[config.mk]
export PLATFORM = sky130hd
export DESIGN_NAME = mem_flasher
export DESIGN_NICKNAME = d
export VERILOG_FILES = /design/src/rtl/mem_flasher_pkg.sv /design/src/rtl/mem_flasher_byte_packer.sv /design/src/rtl/mem_flasher_enable_reg.sv /design/src/rtl/mem_flasher.sv
export SDC_FILE = /design/constraint.sdc
export NUM_CORES = 1
export LEC_CHECK = 0
export CORE_MARGIN = 2
export CORE_UTILIZATION = 40
export CTS_CLUSTER_SIZE = 28
export DETAILED_ROUTE_END_ITERATION = 16
export PLACE_DENSITY_LB_ADDON = 0.05
export REMOVE_ABC_BUFFERS = 1
export SLEW_MARGIN = 15
export SYNTH_ARGS = -nofsm -noshare
export SYNTH_HDL_FRONTEND = slang
export SYNTH_HIERARCHICAL = 1
export SYNTH_SLANG_ARGS = --single-unit
[constraint.sdc]
create_clock -name clk -period 8 [get_ports clk]
set_input_delay 1.2 -clock clk [delete_from_list [all_inputs] [get_ports clk]]
set_output_delay 1.2 -clock clk [all_outputs]
set_load 0.05 [all_outputs]
[src/rtl/mem_flasher_pkg.sv]
// Shared types for the memory flasher and the load/store path that sits
// next to it in the core.
package mem_flasher_pkg;

    localparam int WORD_W = 32;
    localparam int IDX_W  = 16;

    // Load/store access descriptors used by the LSU.
    typedef enum logic [1:0] {
        LS_BYTE = 2'd0,
        LS_HALF = 2'd1,
        LS_WORD = 2'd2
    } ls_size_t;

    typedef struct packed {
        logic        is_store;
        ls_size_t    size;
        logic [31:0] addr;
        logic [31:0] wdata;
    } ls_req_t;

    typedef enum logic [2:0] {
        IDLE  = 3'd0,
        LEN0  = 3'd1,
        LEN1  = 3'd2,
        DATA  = 3'd3,
        WRITE = 3'd4,
        DONE  = 3'd5
    } flasher_state_t;

    typedef struct packed {
        logic rx_ready;
        logic busy;
        logic done;
    } flasher_status_t;

    // Status flags that belong to a state; registered alongside the state.
    function automatic flasher_status_t status_of(flasher_state_t s);
        flasher_status_t st;
        st.rx_ready = (s == LEN0) || (s == LEN1) || (s == DATA);
        st.busy     = (s != IDLE) && (s != DONE);
        st.done     = (s == DONE);
        return st;
    endfunction

endpackage

[src/rtl/mem_flasher_byte_packer.sv]
// Packs a little-endian byte stream into 32-bit words; the 4th byte completes
// the word combinationally so the caller can capture it on the same edge.
module byte_packer
    import mem_flasher_pkg::*;
(
    input  logic              clk,
    input  logic              rst,
    input  logic              clear,
    input  logic              in_valid,
    input  logic [7:0]        in_data,
    output logic [WORD_W-1:0] word,
    output logic              word_valid
);

    logic [1:0]  byte_cnt;
    logic [23:0] low_bytes;

    always_ff @(posedge clk) begin
        if (!rst) begin
            byte_cnt  <= 2'd0;
            // NOTE: the byte lanes are reset as well so a discarded partial
            // word never shows up as X on the packed output.
            low_bytes <= 24'd0;
        end else if (clear) begin
            byte_cnt <= 2'd0;
        end else if (in_valid) begin
            byte_cnt <= byte_cnt + 2'd1;
            case (byte_cnt)
                2'd0:    low_bytes[7:0]   <= in_data;
                2'd1:    low_bytes[15:8]  <= in_data;
                2'd2:    low_bytes[23:16] <= in_data;
                default: ;
            endcase
        end
    end

    assign word       = {in_data, low_bytes};
    assign word_valid = in_valid && (byte_cnt == 2'd3);

endmodule

[src/rtl/mem_flasher_enable_reg.sv]
// Generic register with load enable and synchronous active-low reset to zero.
module enable_reg #(
    parameter int W = 8
) (
    input  logic         clk,
    input  logic         rst,
    input  logic         en,
    input  logic [W-1:0] d,
    output logic [W-1:0] q
);

    always_ff @(posedge clk) begin
        if (!rst) begin
            q <= '0;
        end else if (en) begin
            q <= d;
        end
    end

endmodule

[src/rtl/mem_flasher.sv]
// Receives a length-prefixed byte stream and writes it word by word through
// a single-cycle flash strobe.
module mem_flasher
    import mem_flasher_pkg::*;
#(
    parameter int WIDTH = 32
) (
    input  logic             clk,
    input  logic             rst,
    input  logic             start,
    input  logic [7:0]       rx_data,
    input  logic             rx_valid,
    output logic             rx_ready,
    output logic             flash_en,
    output logic [WIDTH-1:0] flash_addr,
    output logic [WIDTH-1:0] flash_data,
    output logic             busy,
    output logic             done
);

    flasher_state_t  state;
    flasher_status_t status;

    logic              accept;
    logic [7:0]        n_lo;
    logic [7:0]        n_hi;
    logic [IDX_W-1:0]  n_words;
    logic [IDX_W-1:0]  word_idx;
    logic [IDX_W-1:0]  idx_d;
    logic              idx_en;
    logic              last_word;
    logic [WORD_W-1:0] packed_word;
    logic              word_valid;

    assign accept    = rx_valid && rx_ready;
    assign n_words   = {n_hi, n_lo};
    assign last_word = (word_idx == n_words - 16'd1);

    assign rx_ready = status.rx_ready;
    assign busy     = status.busy;
    assign done     = status.done;

    enable_reg #(.W(8)) u_n_lo (
        .clk (clk),
        .rst (rst),
        .en  ((state == LEN0) && accept),
        .d   (rx_data),
        .q   (n_lo)
    );

    enable_reg #(.W(8)) u_n_hi (
        .clk (clk),
        .rst (rst),
        .en  ((state == LEN1) && accept),
        .d   (rx_data),
        .q   (n_hi)
    );

    // Cleared when the length completes, bumped after every non-final write.
    assign idx_en = ((state == LEN1) && accept) || ((state == WRITE) && !last_word);
    assign idx_d  = (state == WRITE) ? word_idx + 16'd1 : 16'd0;

    enable_reg #(.W(IDX_W)) u_word_idx (
        .clk (clk),
        .rst (rst),
        .en  (idx_en),
        .d   (idx_d),
        .q   (word_idx)
    );

    byte_packer u_packer (
        .clk        (clk),
        .rst        (rst),
        .clear      ((state == LEN1) && accept),
        .in_valid   ((state == DATA) && accept),
        .in_data    (rx_data),
        .word       (packed_word),
        .word_valid (word_valid)
    );

    always_ff @(posedge clk) begin
        if (!rst) begin
            state      <= IDLE;
            status     <= status_of(IDLE);
            flash_en   <= 1'b0;
            flash_addr <= '0;
            flash_data <= '0;
        end else begin
            // NOTE: flash_en defaults low every cycle, so it can only ever be
            // raised for the single cycle spent in WRITE.
            flash_en <= 1'b0;
            case (state)
                IDLE, DONE: begin
                    if (start) begin
                        state  <= LEN0;
                        status <= status_of(LEN0);
                    end
                end
                LEN0: begin
                    if (accept) begin
                        state  <= LEN1;
                        status <= status_of(LEN1);
                    end
                end
                LEN1: begin
                    if (accept) begin
                        if ({rx_data, n_lo} == 16'd0) begin
                            state  <= DONE;
                            status <= status_of(DONE);
                        end else begin
                            state  <= DATA;
                            status <= status_of(DATA);
                        end
                    end
                end
                DATA: begin
                    if (word_valid) begin
                        state      <= WRITE;
                        status     <= status_of(WRITE);
                        flash_en   <= 1'b1;
                        flash_addr <= WIDTH'(word_idx);
                        flash_data <= WIDTH'(packed_word);
                    end
                end
                WRITE: begin
                    if (last_word) begin
                        state  <= DONE;
                        status <= status_of(DONE);
                    end else begin
                        state  <= DATA;
                        status <= status_of(DATA);
                    end
                end
                default: begin
                    state  <= IDLE;
                    status <= status_of(IDLE);
                end
            endcase
        end
    end

endmodule

== Word-level counts from Yosys, hierarchy flattened ==
Index checks and enable logic that the tools add are counted.
Word-level totals
  ROM bits: 0
  bits in registers: 113
  memories kept: 0
  word-level logic and storage cells: 67
  bits in writable memories: 0
  input port bits: 12
  latch bits: 0
Operators by class
  $add $sub $neg: 3
  multipliers: 0
  bitwise operators: 2
  order comparisons: 0
  div/mod/pow operators: 0
  multiplexer cells: 16
  shift-type cells: 0
  reductions and logical operators: 19
  eq/ne operators: 13
Operators by type and width (count)
  $mux 3: 12
  $pmux 3 s5: 2
  $add 16x1->16 const B: 1
  $eq 16x16->1: 1
  $logic_not 16->1: 1
  $mux 16: 1
  $sub 16x1->16 const B: 1
  $reduce_and 3->1: 3
  $eq 3x2->1 const B: 2
  $eq 3x3->1 const B: 2
  $logic_and 1x1->1: 6
  $ne 2x2->1 const B: 3
  $eq 2x2->1 const B: 2
  $reduce_and 2->1: 2
  $reduce_and 4->1: 1
  $reduce_or 2->1: 2
  $eq 3x1->1 const B: 1
  $logic_not 3->1: 1
  $add 2x1->2 const B: 1
  $eq 2x1->1 const B: 1
  $logic_not 2->1: 1
  $ne 2x1->1 const B: 1
  $not 1->1: 2
  $logic_not 1->1: 1
  other kinds (2): 2

== Depth between registers and ports, before layout ==
  depth after elaboration: 5
  gate-level depth with buffers: 13
  mapped depth without buffers: 10

== Cells and area by module ==
The synthesis kept the hierarchy.
Modules (own cells, without submodules)
  mem_flasher: seq. area each 1101.1 µm², cells an instance 449, area each 3363.2 µm², times used 1
  byte_packer: seq. area each 520.5 µm², cells an instance 112, area each 1114.8 µm², times used 1
  enable_reg (u_word_idx): seq. area each 320.3 µm², cells an instance 51, area each 615.6 µm², times used 1
  enable_reg (u_n_hi ...): seq. area each 160.2 µm², cells an instance 25, area each 301.5 µm², times used 2

== Worst setup path after synthesis ==
No wires, ideal clock.
  path type: input to register
  start: input port rx_valid
  end: register flash_addr[0]
  cell stages on the path: 10
  setup slack: 4.900 ns
  setup time: 0.076 ns
  path buffers: 3
  data required time: 7.924 ns
  data arrival time: 3.025 ns
  cell sequence: nand3_1 nor2_1 and2_2 and2_1 and3_1 clkbuf_1 clkbuf_1 buf_1 nand2_1 a21boi_0
Between the ends
  longest elaborated chain between the ends: 4
Ends and longest elaborated chain
  from (decl): line mem_flasher.sv:12  | input logic rx_valid,
  $logic_and 1x1->1: line mem_flasher.sv:35  | assign accept = rx_valid && rx_ready;
  $logic_and 1x1->1: line mem_flasher.sv:75  | .in_valid ((state == DATA) && accept),
  $logic_and 1x1->1: line mem_flasher_byte_packer.sv:38  | assign word_valid = in_valid && (byte_cnt == 2'd3);
  named net word_valid: line mem_flasher.sv:33  | logic word_valid;
  $reduce_and 2->1 (no line)
  to (signal assigned): line mem_flasher.sv:121  | flash_addr <= WIDTH'(word_idx);
  to (decl): line mem_flasher.sv:15  | output logic [WIDTH-1:0] flash_addr,
The timed path passes the listed nets, and every way through them passes these cells.
A chain may end at the register's enable or synchronous reset.

== Final worst setup path ==
  start: input port rx_valid
  end: register flash_data[19]
Between the ends
  longest elaborated chain between the ends: 4
Ends and longest elaborated chain
  $logic_and 1x1->1: line mem_flasher.sv:35
  $logic_and 1x1->1: line mem_flasher.sv:75
  $logic_and 1x1->1: line mem_flasher_byte_packer.sv:38
  named net word_valid: line mem_flasher.sv:33
  $reduce_and 2->1 (no line)
  to (signal assigned): line mem_flasher.sv:122  | flash_data <= WIDTH'(packed_word);
  to (decl): line mem_flasher.sv:16  | output logic [WIDTH-1:0] flash_data,
The timed path passes the listed nets, and every way through them passes these cells.

==> run_results.csv <==
group,metric,value,unit
status,status,"completed",
routing,dr.pass1.iters,4,
synth,synth-seq-cells,113,
global_routing,grt_pass1_wl,20800,um
synth,synth_area_leader_cell,"dfxtp_1",
finish,area_growth,19.7,%
finish,stdcell_area,0.00682,sq mm
floorplanning,coreArea,0.0139,sq mm
synth,syn_area,0.00570,sq mm
placement,port_buffers,63,
worst_setup_path,critPathLaunch,"rx_valid",
floorplanning,io_pins,80,
routing,routed-via-count,4416,
sta,fin_hold_ws,0.457,ns
sta,max_freq,275,MHz
worst_setup_path,slowest_delay,0.81,ns
sta,finalSetupTns,0,ns
finish,final_util,49.1,%
job,drv.max_cap_violation_count,0,
placement,dp.cells,859,
power_and_ir_drop,ir_drop,0.118,mV
finish,drive_above_1_share,6.05,%
clock_network,cts_max_level,4,
clock_network,cts_tree,"built",
placement,dp_hpwl,8410,um
sta,hold_violations,0,
worst_setup_path,critPathLaunchType,"primary input",
sta,period_share,45.5,%
clock_network,cts.sinks,113,
routing,wl,12700,um
routing,drc,0,
clock_network,path_clk_slew,0.05,ns
floorplanning,die_h,123,um
global_routing,overflow,0,
sta,period_minus_slack,3.64,ns
worst_setup_path,path_cells,"clkdlybuf4s50_1, nand3_1, nor2_1, and2_2, and2_1, nand3_2, nand2_1, a21boi_0",
synth,synthCells,662,
clock_network,post_cts_buffers,0,
finish,layout_commonest_cell,"nand2_1",
placement,gp_congestion,0.816,
synth,synth_compound_area_share,12.0,%
clock_network,cts_root_buffer,"clkbuf_16",
worst_setup_path,worst-setup-path-type,"primary input to register",
sta,setup_viol,0,
routing,ant_nets,0,
global_routing,track_usage,17.7,%
finish,fillCellCount,1342,
clock_network,cts_max_path_buffers,2,
finish,mostFrequentLayoutCells,"144 x nand2_1, 113 x dfxtp_1, 62 x clkdlybuf4s50_1",
synth,synth_top_area_share,39.7,%
finish,diodes,0,
synth,avgSynthCellArea,8.61,sq um
global_routing,grt_pass1_vias,4048,
sta,finalClockSkew,0.00769,ns
worst_setup_path,path_max_fanout,48,
synth,ys_seq_area_share,39.7,%
routing,drtIter0Drc,228,
floorplanning,fp.dieW,123,um
clock_network,clk_latency,0.41,ns
sta,tightest_slew,1.05,ns
floorplanning,design.die.area,0.0152,sq mm
synth,synth_cell_types,60,
synth,synth_area_leaders,"dfxtp_1 40%, mux2i_1 10%, nand2_1 9.5%, a21boi_0 6.5%, nor2b_1 3.5%",
worst_setup_path,crit_path_end_kind,"register",
worst_setup_path,cp.required,8.29,ns
routing,wl_per_cell,14.2,um
finish,register_area,0.00226,sq mm
min_path,min_from,"u_packer/low_bytes[3]",
synth,synth_simple_gate_area_share,23.4,%
synth,synth_edf_count,0,
sta,report.final.slew_viol_count,0,
floorplanning,start_util,41.0,%
clock_network,numCtsBuffers,17,
min_path,min_path_type,"register to register",
power_and_ir_drop,leakage,2.41,nW
power_and_ir_drop,power_density,213,mW/mm^2
global_routing,antenna_found_initial,0,
sta,relSlewSlack,29.8,%
finish,multi_input_area,0.00302,sq mm
worst_setup_path,r2r-start,"u_n_lo/q[0]",
floorplanning,row_count,43,
worst_setup_path,crit_arrival,3.93,ns
placement,place_area,0.00620,sq mm
finish,fin_cells,891,
routing,viasPerCell,4.96,
synth,synth_mux_area_share,10.0,%
worst_setup_path,crit_slowest_cell,"nand3_2",
sta,rsz0062_at_grt,"no",
synth,synth_xor_area_share,5.01,%
synth,synth-warning-count,6,
synth,synth-adder-area-share,1.32,%
synth,synth-main-ff-cell,"dfxtp_1",
finish,nets,716,
global_routing,grt_max_degree,67,
synth,synth_top_family_by_area,"simple AND/OR/NAND/NOR gates",
clock_network,cts_resized,0,
synth,synth-async-reset-ratio,0,%
clock_network,cts_hold_buffers,0,
## Yosys cell counts (9+ instances only)
library cell,number
nand2_1,144
dfxtp_1,113
mux2i_1,57
a21boi_0,49
nor2b_1,32
nor2_1,31
buf_4,24
clkbuf_1,24
o21ai_0,15
xnor2_1,15
xor2_1,15
inv_1,12
nor3_1,11
nand3_1,9
## routing by layer
layer  GRT usage, %  routed length (um)  up-vias
li1               -                   -     2271
met1           24.2                6330     2062
met2           26.8                5780       74
met3           4.24                 379        9
met4           7.10                 161        0
met5              0                   0        -
## critical path: cells and delay by family
kind / cells / cell delay [ns]
AOI/OAI and AO/OA: 1 / 0.12
buffers and inverters: 1 / 0.54
and+or+nand+nor: 6 / 2.05
## final timing paths
kind                                    endpoint  slack, ns  depth (start not counted)
worst min register to register     flash_data[3]       0.46                          2
worst min-delay path               flash_data[3]       0.46                          2
worst max register to register  u_word_idx/q[11]       4.42                         10
worst max-delay path              flash_data[19]       4.36                          8
## per-stage QoR
step / worst slack (ns) / total power [mW]
floorplan: 4.58 / 0.646
global placement: 3.99 / 0.675
detailed placement: 3.90 / 0.675
CTS: 4.33 / 1.47
global route: 4.01 / 1.50
finish: 4.36 / 1.45
## flip-flops by register name, indices dropped and copies added, names as in the netlist, 2 cells and up
register	cells
flash_data	32
u_packer/low_bytes	24
flash_addr	16
u_word_idx/q	16
u_n_hi/q	8
u_n_lo/q	8
state	3
u_packer/byte_cnt	2
## cell type report
type | instances | area share (%)
tap | 180 | 3.30
clock buffer | 22 | 6.66
inverter | 13 | 0.715
timing repair buffer | 66 | 9.50
sequential | 113 | 33.2
clock inverter | 10 | 2.33
multi-input combinational | 487 | 44.3
## logic make-up after synthesis
group           count (synthesis)
mux                            57
other cells                     1
xor+xnor                       31
flops                         113
fa+ha+maj                       6
simple gates                  279
buf+inv                        77
compound gates                 98
## power breakdown
part | switching [mW] | internal [mW]
Clock | 0.259 | 0.527
Sequential | 0.00742 | 0.567
Combinational | 0.0572 | 0.0321
Total | 0.324 | 1.13
No activity file was read; power rests on OpenSTA's default activity.
